File: src/rtl/net_vector_sequencer_pkg.sv
// net_seq_pkg
//   Shared definitions for the net-variable vector sequencer: the sweep
//   size, the index and error-counter widths, and the FSM state encoding.
//   There are no ports; the interface, the hold timer and the top import it.
package net_seq_pkg;

  localparam int NUM_VECTORS = 16;
  localparam int IDX_W       = 4;
  localparam int ERR_W       = 5;

  typedef enum logic [1:0] {
    IDLE   = 2'd0,
    APPLY  = 2'd1,
    SAMPLE = 2'd2,
    DONE   = 2'd3
  } seq_state_t;

endpackage

File: src/rtl/net_vector_sequencer_if.sv
// net_vector_sequencer_if
//   Bundles the sequencer's control, stimulus and result signals.
//   slave  : the sequencer side. It receives start/abort, f_in and exp_vec.
//            It drives a..d, vec_idx, busy, sample_valid, sample_data,
//            mismatch, err_count, first_err_idx and done.
//   master : the controller side, with the directions reversed.
interface net_vector_sequencer_if
  import net_seq_pkg::*;
#(
  parameter int NUM_OUT = 6
);

  logic               start;
  logic               abort;
  logic [NUM_OUT-1:0] f_in;
  logic [NUM_OUT-1:0] exp_vec;
  logic               a;
  logic               b;
  logic               c;
  logic               d;
  logic [IDX_W-1:0]   vec_idx;
  logic               busy;
  logic               sample_valid;
  logic [NUM_OUT-1:0] sample_data;
  logic               mismatch;
  logic [ERR_W-1:0]   err_count;
  logic [IDX_W-1:0]   first_err_idx;
  logic               done;

  modport slave (
    input  start, abort, f_in, exp_vec,
    output a, b, c, d, vec_idx, busy, sample_valid, sample_data,
           mismatch, err_count, first_err_idx, done
  );

  modport master (
    output start, abort, f_in, exp_vec,
    input  a, b, c, d, vec_idx, busy, sample_valid, sample_data,
           mismatch, err_count, first_err_idx, done
  );

endinterface

File: src/rtl/net_vector_sequencer_timer.sv
// net_seq_hold_timer
//   A down-counter that sets how long each vector is held.
//   - clear   : reloads the count to HOLD_CYCLES-1.
//   - enable  : decrements the count until it reaches zero.
//   - tc      : terminal-count flag, high while the count is zero.
//   After a clear, tc first goes high HOLD_CYCLES-1 enabled clocks later.
//   Ports: clk, rst_n (async, active low), clear, enable, tc.
module net_seq_hold_timer #(
  parameter int HOLD_CYCLES = 2
) (
  input  logic clk,
  input  logic rst_n,
  input  logic clear,
  input  logic enable,
  output logic tc
);

  localparam int CW = (HOLD_CYCLES > 1) ? $clog2(HOLD_CYCLES) : 1;
  localparam logic [CW-1:0] LOAD = CW'(HOLD_CYCLES - 1);

  logic [CW-1:0] count;

  // A clear has priority over an enable. The counter saturates at zero.
  always_ff @(posedge clk or negedge rst_n) begin
    if (!rst_n) begin
      count <= '0;
    end else if (clear) begin
      count <= LOAD;
    end else if (enable && (count != '0)) begin
      count <= count - CW'(1);
    end
  end

  assign tc = (count == '0);

endmodule

File: src/rtl/net_vector_sequencer.sv
// net_vector_sequencer
//   Sweeps the 16 {d,c,b,a} combinations into the fun1 block.
//   Each combination is held for HOLD_CYCLES clocks and then sampled for one clock.
//   Each sampled result is compared with the golden exp_vec, and mismatches are counted.
//   Ports: clk, rst_n (async, active low), bus (net_vector_sequencer_if.slave):
//     start/abort     sweep control (abort has priority)
//     f_in/exp_vec    fun1 result and golden value for the applied vector
//     a..d, vec_idx   applied vector
//     busy, done      sweep status
//     sample_valid, sample_data, mismatch   per-vector result
//     err_count, first_err_idx              sweep error summary
//   Every output comes from a flop.
module net_vector_sequencer
  import net_seq_pkg::*;
#(
  parameter int HOLD_CYCLES = 2,
  parameter int NUM_OUT     = 6
) (
  input logic                   clk,
  input logic                   rst_n,
  net_vector_sequencer_if.slave bus
);

  seq_state_t         state;
  seq_state_t         state_next;
  logic [IDX_W-1:0]   cur_idx;
  logic [IDX_W-1:0]   idx_next;
  logic [IDX_W-1:0]   drive_vec;
  logic [NUM_OUT-1:0] sample_reg;
  logic [ERR_W-1:0]   err_reg;
  logic [IDX_W-1:0]   first_reg;
  logic               busy_reg;
  logic               done_reg;
  logic               valid_reg;
  logic               miss_reg;
  logic               timer_clear;
  logic               timer_enable;
  logic               timer_tc;
  logic               do_sample;
  logic               start_sweep;
  logic               differs;

  net_seq_hold_timer #(.HOLD_CYCLES(HOLD_CYCLES)) u_timer (
    .clk    (clk),
    .rst_n  (rst_n),
    .clear  (timer_clear),
    .enable (timer_enable),
    .tc     (timer_tc)
  );

  // Case inequality is used so that an X or Z on any f_in bit counts as a mismatch.
  assign differs = (bus.f_in !== bus.exp_vec);

  // Next-state logic. Abort overrides everything. A start pulse only matters
  // from IDLE or DONE, so a start during a sweep cannot disturb the timer or
  // the index. The last vector leaves the index at 15 rather than wrapping it.
  always_comb begin
    state_next   = state;
    idx_next     = cur_idx;
    timer_clear  = 1'b0;
    timer_enable = 1'b0;
    do_sample    = 1'b0;
    start_sweep  = 1'b0;
    if (bus.abort) begin
      state_next = IDLE;
    end else begin
      case (state)
        IDLE, DONE: begin
          if (bus.start) begin
            state_next  = APPLY;
            idx_next    = '0;
            timer_clear = 1'b1;
            start_sweep = 1'b1;
          end
        end
        APPLY: begin
          if (timer_tc) begin
            state_next = SAMPLE;
          end else begin
            timer_enable = 1'b1;
          end
        end
        SAMPLE: begin
          do_sample = 1'b1;
          if (cur_idx == IDX_W'(NUM_VECTORS - 1)) begin
            state_next = DONE;
          end else begin
            idx_next    = cur_idx + IDX_W'(1);
            state_next  = APPLY;
            timer_clear = 1'b1;
          end
        end
        default: state_next = IDLE;
      endcase
    end
  end

  // State register and output flops. The status and drive outputs are
  // computed from the next state, so they change on the same edge as the FSM.
  // The error bookkeeping is cleared only when a new sweep starts, so the
  // error summary is still readable after an abort.
  always_ff @(posedge clk or negedge rst_n) begin
    if (!rst_n) begin
      state      <= IDLE;
      cur_idx    <= '0;
      drive_vec  <= '0;
      sample_reg <= '0;
      err_reg    <= '0;
      first_reg  <= '0;
      busy_reg   <= 1'b0;
      done_reg   <= 1'b0;
      valid_reg  <= 1'b0;
      miss_reg   <= 1'b0;
    end else begin
      state     <= state_next;
      cur_idx   <= idx_next;
      drive_vec <= (state_next == IDLE) ? '0 : idx_next;
      busy_reg  <= (state_next == APPLY) || (state_next == SAMPLE);
      done_reg  <= (state_next == DONE);
      valid_reg <= do_sample;
      miss_reg  <= do_sample && differs;
      if (start_sweep) begin
        err_reg   <= '0;
        first_reg <= '0;
      end else if (do_sample) begin
        sample_reg <= bus.f_in;
        if (differs) begin
          if (err_reg == '0) begin
            first_reg <= cur_idx;
          end
          err_reg <= err_reg + ERR_W'(1);
        end
      end
    end
  end

  assign bus.a             = drive_vec[0];
  assign bus.b             = drive_vec[1];
  assign bus.c             = drive_vec[2];
  assign bus.d             = drive_vec[3];
  assign bus.vec_idx       = cur_idx;
  assign bus.busy          = busy_reg;
  assign bus.done          = done_reg;
  assign bus.sample_valid  = valid_reg;
  assign bus.sample_data   = sample_reg;
  assign bus.mismatch      = miss_reg;
  assign bus.err_count     = err_reg;
  assign bus.first_err_idx = first_reg;

endmodule

File: src/flat_wrapper.sv
// flat-port wrapper written by rule: the top's interface ports become plain ports
module net_vector_sequencer_flat import net_seq_pkg::*;
#(
  parameter int HOLD_CYCLES = 2,
  parameter int NUM_OUT     = 6
)
  (clk, rst_n, bus_start, bus_abort, bus_f_in, bus_exp_vec, bus_a, bus_b, bus_c, bus_d, bus_vec_idx, bus_busy, bus_sample_valid, bus_sample_data, bus_mismatch, bus_err_count, bus_first_err_idx, bus_done);
  net_vector_sequencer_if #(.NUM_OUT(NUM_OUT)) bus_i ();
  input logic clk;
  input logic rst_n;
  input wire logic [$bits(bus_i.start)-1:0] bus_start;
  input wire logic [$bits(bus_i.abort)-1:0] bus_abort;
  input wire logic [$bits(bus_i.f_in)-1:0] bus_f_in;
  input wire logic [$bits(bus_i.exp_vec)-1:0] bus_exp_vec;
  output wire logic [$bits(bus_i.a)-1:0] bus_a;
  output wire logic [$bits(bus_i.b)-1:0] bus_b;
  output wire logic [$bits(bus_i.c)-1:0] bus_c;
  output wire logic [$bits(bus_i.d)-1:0] bus_d;
  output wire logic [$bits(bus_i.vec_idx)-1:0] bus_vec_idx;
  output wire logic [$bits(bus_i.busy)-1:0] bus_busy;
  output wire logic [$bits(bus_i.sample_valid)-1:0] bus_sample_valid;
  output wire logic [$bits(bus_i.sample_data)-1:0] bus_sample_data;
  output wire logic [$bits(bus_i.mismatch)-1:0] bus_mismatch;
  output wire logic [$bits(bus_i.err_count)-1:0] bus_err_count;
  output wire logic [$bits(bus_i.first_err_idx)-1:0] bus_first_err_idx;
  output wire logic [$bits(bus_i.done)-1:0] bus_done;
  assign bus_i.start = bus_start;
  assign bus_i.abort = bus_abort;
  assign bus_i.f_in = bus_f_in;
  assign bus_i.exp_vec = bus_exp_vec;
  assign bus_a = bus_i.a;
  assign bus_b = bus_i.b;
  assign bus_c = bus_i.c;
  assign bus_d = bus_i.d;
  assign bus_vec_idx = bus_i.vec_idx;
  assign bus_busy = bus_i.busy;
  assign bus_sample_valid = bus_i.sample_valid;
  assign bus_sample_data = bus_i.sample_data;
  assign bus_mismatch = bus_i.mismatch;
  assign bus_err_count = bus_i.err_count;
  assign bus_first_err_idx = bus_i.first_err_idx;
  assign bus_done = bus_i.done;
  net_vector_sequencer #(.HOLD_CYCLES(HOLD_CYCLES), .NUM_OUT(NUM_OUT)) u_core (.clk(clk), .rst_n(rst_n), .bus(bus_i));
endmodule
File: config.mk
export PLATFORM = sky130hd
export DESIGN_NAME = net_vector_sequencer_flat
export DESIGN_NICKNAME = d
export VERILOG_FILES = /design/src/rtl/net_vector_sequencer_pkg.sv /design/src/rtl/net_vector_sequencer_if.sv /design/src/rtl/net_vector_sequencer_timer.sv /design/src/rtl/net_vector_sequencer.sv /design/src/flat_wrapper.sv
export SDC_FILE = /design/constraint.sdc
export NUM_CORES = 1
export LEC_CHECK = 0
export CAP_MARGIN = 40
export CELL_PAD_IN_SITES_DETAIL_PLACEMENT = 0
export CELL_PAD_IN_SITES_GLOBAL_PLACEMENT = 1
export CORE_MARGIN = 1
export CORE_UTILIZATION = 32
export DETAILED_ROUTE_END_ITERATION = 8
export GPL_TIMING_DRIVEN = 0
export PLACE_DENSITY_LB_ADDON = 0.08
export REMOVE_ABC_BUFFERS = 1
export SETUP_SLACK_MARGIN = 0.15
export SKIP_CTS_REPAIR_TIMING = 1
export SLEW_MARGIN = 20
export SYNTH_ARGS = -nofsm -noshare
export SYNTH_HDL_FRONTEND = slang
export SYNTH_HIERARCHICAL = 1
export SYNTH_SLANG_ARGS = --single-unit
File: constraint.sdc
create_clock -name clk -period 1.85 [get_ports clk]
set_input_delay 0.185 -clock clk [delete_from_list [all_inputs] [get_ports clk]]
set_output_delay 0.185 -clock clk [all_outputs]
set_load 0.03 [all_outputs]
# [Word-level counts from Yosys, hierarchy flattened]
# Index checks and enable logic that the tools add are counted.
# Widths: inputs -> output; s select.
[op_classes] addsub=3 mul=0 n_div=0 n_lt_le_gt_ge=0 n_eq_ne=8 n_shift=0 muxes=30 n_bitwise=1 reduce_logical=14
[op_table] cell="$mux 4" count=8
[op_table] cell="$mux 5" count=3
[op_table] cell="$mux 1" count=12
[op_table] cell="$eq 2x2->1 const B" count=4
[op_table] cell="$mux 2" count=4
[op_table] cell="$pmux 4 s2" count=1
[op_table] cell="$reduce_bool 2->1" count=4
[op_table] cell="$nex 6x6->1" count=1
[op_table] cell="$pmux 2 s3" count=1
[op_table] cell="$add 5x1->5 const B" count=1
[op_table] cell="$logic_not 5->1" count=1
[op_table] cell="$add 4x1->4 const B" count=1
[op_table] cell="$eq 2x1->1 const B" count=2
[op_table] cell="$eq 4x4->1 const B" count=1
[op_table] cell="$logic_not 2->1" count=2
[op_table] cell="$reduce_and 2->1" count=2
[op_table] cell="$reduce_and 3->1" count=1
[op_table] cell="$logic_and 1x1->1" count=2
[op_table] cell="$pmux 1 s2" count=1
[op_table] cell="$reduce_or 2->1" count=1
[op_table] cell="$logic_or 1x1->1" count=1
[op_table] cell="$not 1->1" count=1
[op_table] cell="$sub 1x1->1 const B" count=1
[totals] reg_bits=30 latch_bits=0 ramBits=0 rom_bits=0 out_inout_bits=27 memories=0

# [Logic depth before layout (Yosys ltp)]
[depth] ltp_word=6 ltp_mapped=8

# [Hierarchy]
# The synthesis kept the hierarchy.
[by_module_without_submodules] mod="net_vector_sequencer" instances=1 cells_per_inst=135 area_per_inst_um2=1456.4 seq_area_each_um2=725.7
[by_module_without_submodules] mod="net_seq_hold_timer" instances=1 cells_per_inst=3 area_per_inst_um2=40.0 seq_area_each_um2=25.0

# [Worst setup path before layout]
# No wires, ideal clock.
[synth_path] path_kind="flip-flop to flip-flop" from="reg u_core.cur_idx[0], in the netlist u_core/bus.vec_idx[0]" to="reg u_core.drive_vec[3]" setup_time_ps=77 arrival_time_ps=1700 slack_ps=73 stages_incl_launch_ff=7 path_cell_list="dfrtp_1 ha_1 nand4_1 a221oi_1 o21ai_0 ha_1 a21oi_1"
[synth_between] elab_chain_cells=6
[synth_lines] element="start: declaration" line="net_vector_sequencer.sv:26" text="logic [IDX_W-1:0] cur_idx;"
[synth_lines] element="start signal: assignment" line="net_vector_sequencer.sv:116" text="cur_idx <= idx_next;"
[synth_lines] element="parallel branches: the longest is 5 deep, another holds $add 4x1->4"
[synth_lines] element="$mux 4 (*)" line="net_vector_sequencer.sv:117" text="drive_vec <= (state_next == IDLE) ? '0 : idx_next;"
[synth_lines] element="end signal: assignment" line="net_vector_sequencer.sv:117"
[synth_lines] element="end: declaration" line="net_vector_sequencer.sv:28" text="logic [IDX_W-1:0] drive_vec;"
# Every way passes the cells marked *.
# A chain may end at the register's enable or synchronous reset.

# [Worst setup path in the final report]
[layout_path] from="reg u_core.cur_idx[0], in the netlist u_core/bus.vec_idx[0]" to="out bus_vec_idx[0]"
[layout_lines] element="end: declaration" line="flat_wrapper.sv:19" text="output wire logic [$bits(bus_i.vec_idx)-1:0] bus_vec_idx;"
# No word-level cell between the ends.

==> metrics.md <==
| Metric | Value |
|---|---|
| Run status | finished clean |
| Normalized max-slew margin | 55.9% |
| Antenna Nets Post-Route | 0 |
| Setup repair after global routing missed its margin | true |
| Routability congestion estimate from global placement | 0.761 |
| Footprint of the multi-input gates | 763 sq um |
| Max-Cap Viols | 0 |
| Max reg flops | 6 |
| Final-stage net count | 217 |
| Crit-path max FO | 3 |
| Width of the die | 70.4 microns |
| Area share of the leading cell type in the synthesized netlist | 50.2% |
| Met1 usage in global routing | 16.1% |
| Area leader, netlist | sky130_fd_sc_hd__dfrtp_1 |
| Source-to-sink clock delay at the later pin of the worst-skew pair | 0.27 ns |
| Final Critical Period | 1.68 ns |
| Wire length per cell after detailed routing | 13.2 microns |
| Number of antenna repair diodes | 0 |
| First-pass GRT wire length | 5.18 mm |
| Ports placed on the boundary | 43 |
| Max Clock Freq | 0.596 GHz |
| Synthesized instance count | 138 |
| Final core occ | 49.3% |
| Starting utilization of the core area | 33.9% |
| Half-perimeter wire length after detailed placement | 2.29 mm |
| Clock buffer depth | 2 |
| Worst VDD drop | 0.637 mV |
| Type of origin of the critical path | register |
| Number of synthesized flops with an enable pin | 0 |
| Crit path max-delay family | buffers and inverters |
| Grt ovf | 0 |
| Critical setup path kind | reg -> out |
| Met3 track utilization from global routing | 4.91% |
| Cell at the slowest stage of the critical path | sky130_fd_sc_hd__clkdlybuf4s50_1 |
| Cell row count | 24 |
| Number of fill cells in the layout | 409 |
| Sum of buffers and inverters on the critical path | 2 |
| Number of sinks driven by the clock tree | 30 |
| Number of synthesized register bits | 30 |
| Footprint of the flip-flops and latches | 752 sq um |
| Total count of hold-check failures in the final report | 0 |
| CTS HTree Levels | 2 |
| Distinct cell type count after synthesis | 33 |
| Slew @ Worst Pin | 0.662 ns |
| CP Data Required Time | 1.66 ns |
| GRT Util Overall | 13.5% |
| Drt total wl | 3.24 mm |
| Cell-by-cell trace of the critical path | buf_4 > clkdlybuf4s50_1 |
| Arrival time worst endpoint | 1.49 ns |
| Total power density per cell area | 1050 nW/um^2 |
| Die Outline Area | 4950 sq um |
| Share of layout cells above drive strength 1 | 18.0% |
| CTS tree | built |
| Post-detailed-route via-to-cell ratio | 4.88 |
| Clock buffers created by TritonCTS | 5 |
| Most used routing layer | met2 |
| Netlist Area Pre-Place | 1500 sq um |
| Worst min path class | in -> async |
| Number of warnings reported in the yosys synthesis log | 6 |
| Top cell types by occurrence after synthesis | sky130_fd_sc_hd__dfrtp_1, sky130_fd_sc_hd__nand2_1, sky130_fd_sc_hd__mux2i_1, sky130_fd_sc_hd__a21oi_1, sky130_fd_sc_hd__ha_1 |
| Cell at the root of the clock tree | sky130_fd_sc_hd__clkbuf_8 |
| Most used flip-flop cell after synthesis | sky130_fd_sc_hd__dfrtp_1 |
| Maximum number of pins on one net before global-route repair | 31 |
| Initial antenna violation count | 0 |
| Leakage power total | 0.955 nW |
| CTS clock-pin slew for the worst setup and hold paths | 0.06 ns |
| Final max-slew violation count | 0 |
| Final setup violating endpoints | 0 |
| Power Total | 2.29 mW |
| Post-route clock period utilization | 90.7% |
| Synth-to-Final Area Change | 45.3% |
| Port Buf Inserts | 42 |
| Most common cell in the netlist | sky130_fd_sc_hd__dfrtp_1 |
| Kind of end point of the critical path | output pin |
| Average cell area after synthesis | 10.8 sq um |
| Via count of the first global-routing pass | 1,131 |
| Core area | 4410 sq um |
| Die Y-Extent | 70.4 microns |
| Hold slack | 0.477 ns |
| Sequential area share after synthesis | 50.2% |
| # DRC | 0 |
| Share of synthesized registers carrying an async set or reset | 100% |
| Highest cell delay on the worst timing path | 0.66 ns |
| Biggest area contributors in the synthesized netlist | sky130_fd_sc_hd__dfrtp_1, sky130_fd_sc_hd__ha_1, sky130_fd_sc_hd__mux2i_1, sky130_fd_sc_hd__nand2_1, sky130_fd_sc_hd__mux2_1 |
| Total via count in the routed design | 1,200 |
| Count of routing violations after the opening detailed-route iteration | 52 |
| Met2 usage in global routing | 21.8% |
| DR pass1 iterations | 4 |
| Worst-case clock skew | 0.00252 ns |
-- metrics by stage --
stage	instances	setup TNS (ns)	setup WS, ns	cell area [sq um]
4_1_cts	237	-0.0142	-0.0108	2050
3_3_place_gp	230	-0.631	-0.109	1970
2_1_floorplan	136	0	0.0728	1490
3_5_place_dp	230	-0.864	-0.150	1970
6_report	246	0	0.173	2170
5_1_grt	246	0	0.0936	2170
-- layer usage --
layer,vias up,wire length (microns),share of wire (%)
met5,-,0,0
met4,0,57,1.8
met3,8,172,5.3
met2,31,1640,51
met1,571,1360,42
li1,590,-,-
-- cell type report --
class	instances	area share (%)
clock buffers	7	3.51
inverters	8	1.38
multi-input cells	98	35.1
flip-flops and latches	30	34.6
well taps	52	2.99
repair buffers	51	22.4
-- layout by cell type, fill, tap and decap left out, types with 2 or more instances in the layout --
cell / count
sky130_fd_sc_hd__a21oi_1: 7
sky130_fd_sc_hd__buf_4: 8
sky130_fd_sc_hd__clkbuf_1: 2
sky130_fd_sc_hd__clkbuf_8: 5
sky130_fd_sc_hd__clkdlybuf4s50_1: 40
sky130_fd_sc_hd__dfrtp_1: 29
sky130_fd_sc_hd__ha_1: 2
sky130_fd_sc_hd__ha_2: 3
sky130_fd_sc_hd__ha_4: 2
sky130_fd_sc_hd__inv_1: 4
sky130_fd_sc_hd__inv_2: 4
sky130_fd_sc_hd__mux2_1: 6
sky130_fd_sc_hd__mux2i_1: 8
sky130_fd_sc_hd__nand2_1: 21
sky130_fd_sc_hd__nand2b_1: 4
sky130_fd_sc_hd__nand3_1: 3
sky130_fd_sc_hd__nand3b_1: 2
sky130_fd_sc_hd__nand4_1: 3
sky130_fd_sc_hd__nor2_1: 4
sky130_fd_sc_hd__nor2b_1: 4
sky130_fd_sc_hd__o21a_1: 3
sky130_fd_sc_hd__o21ai_0: 3
sky130_fd_sc_hd__xor2_1: 6
-- kinds of logic after synthesis --
group,after synthesis,share of synthesized area [%]
AO/OA/AOI/OAI,22,10.5
XOR/XNOR,6,3.51
adder cells (fa/ha/maj),7,5.85
buffers and inverters,10,2.51
flip-flops,30,50.2
multiplexers,15,10.6
AND/OR/NAND/NOR,48,16.9
-- path summary, 6_finish.rpt --
| check | from | cells after the start | end | slack [ns] |
|---|---|---|---|---|
| setup / recovery | u_core/bus.vec_idx[0]$_DFF_PN0_ | 2 | bus_vec_idx[0] | 0.17 |
| hold / removal | rst_n | 2 | u_core/bus.mismatch$_DFF_PN0_ | 0.48 |
| max in group asynchronous | rst_n | 2 | u_core/bus.vec_idx[1]$_DFF_PN0_ | 0.90 |
| setup reg to reg | u_core/state[0]$_DFF_PN0_ | 7 | u_core/drive_vec[3]$_DFF_PN0_ | 0.20 |
| hold reg to reg | u_core/bus.sample_data[1]$_DFFE_PN0P_ | 1 | u_core/bus.sample_data[1]$_DFFE_PN0P_ | 0.49 |
| min in group clk | u_core/bus.sample_data[1]$_DFFE_PN0P_ | 1 | u_core/bus.sample_data[1]$_DFFE_PN0P_ | 0.49 |
-- power by group --
part / switching, mW / internal (mW)
registers: 0.0676 / 0.774
logic: 0.532 / 0.438
clock network: 0.216 / 0.258
total: 0.816 / 1.47
Note: power is estimated with default switching activity, not from simulation.
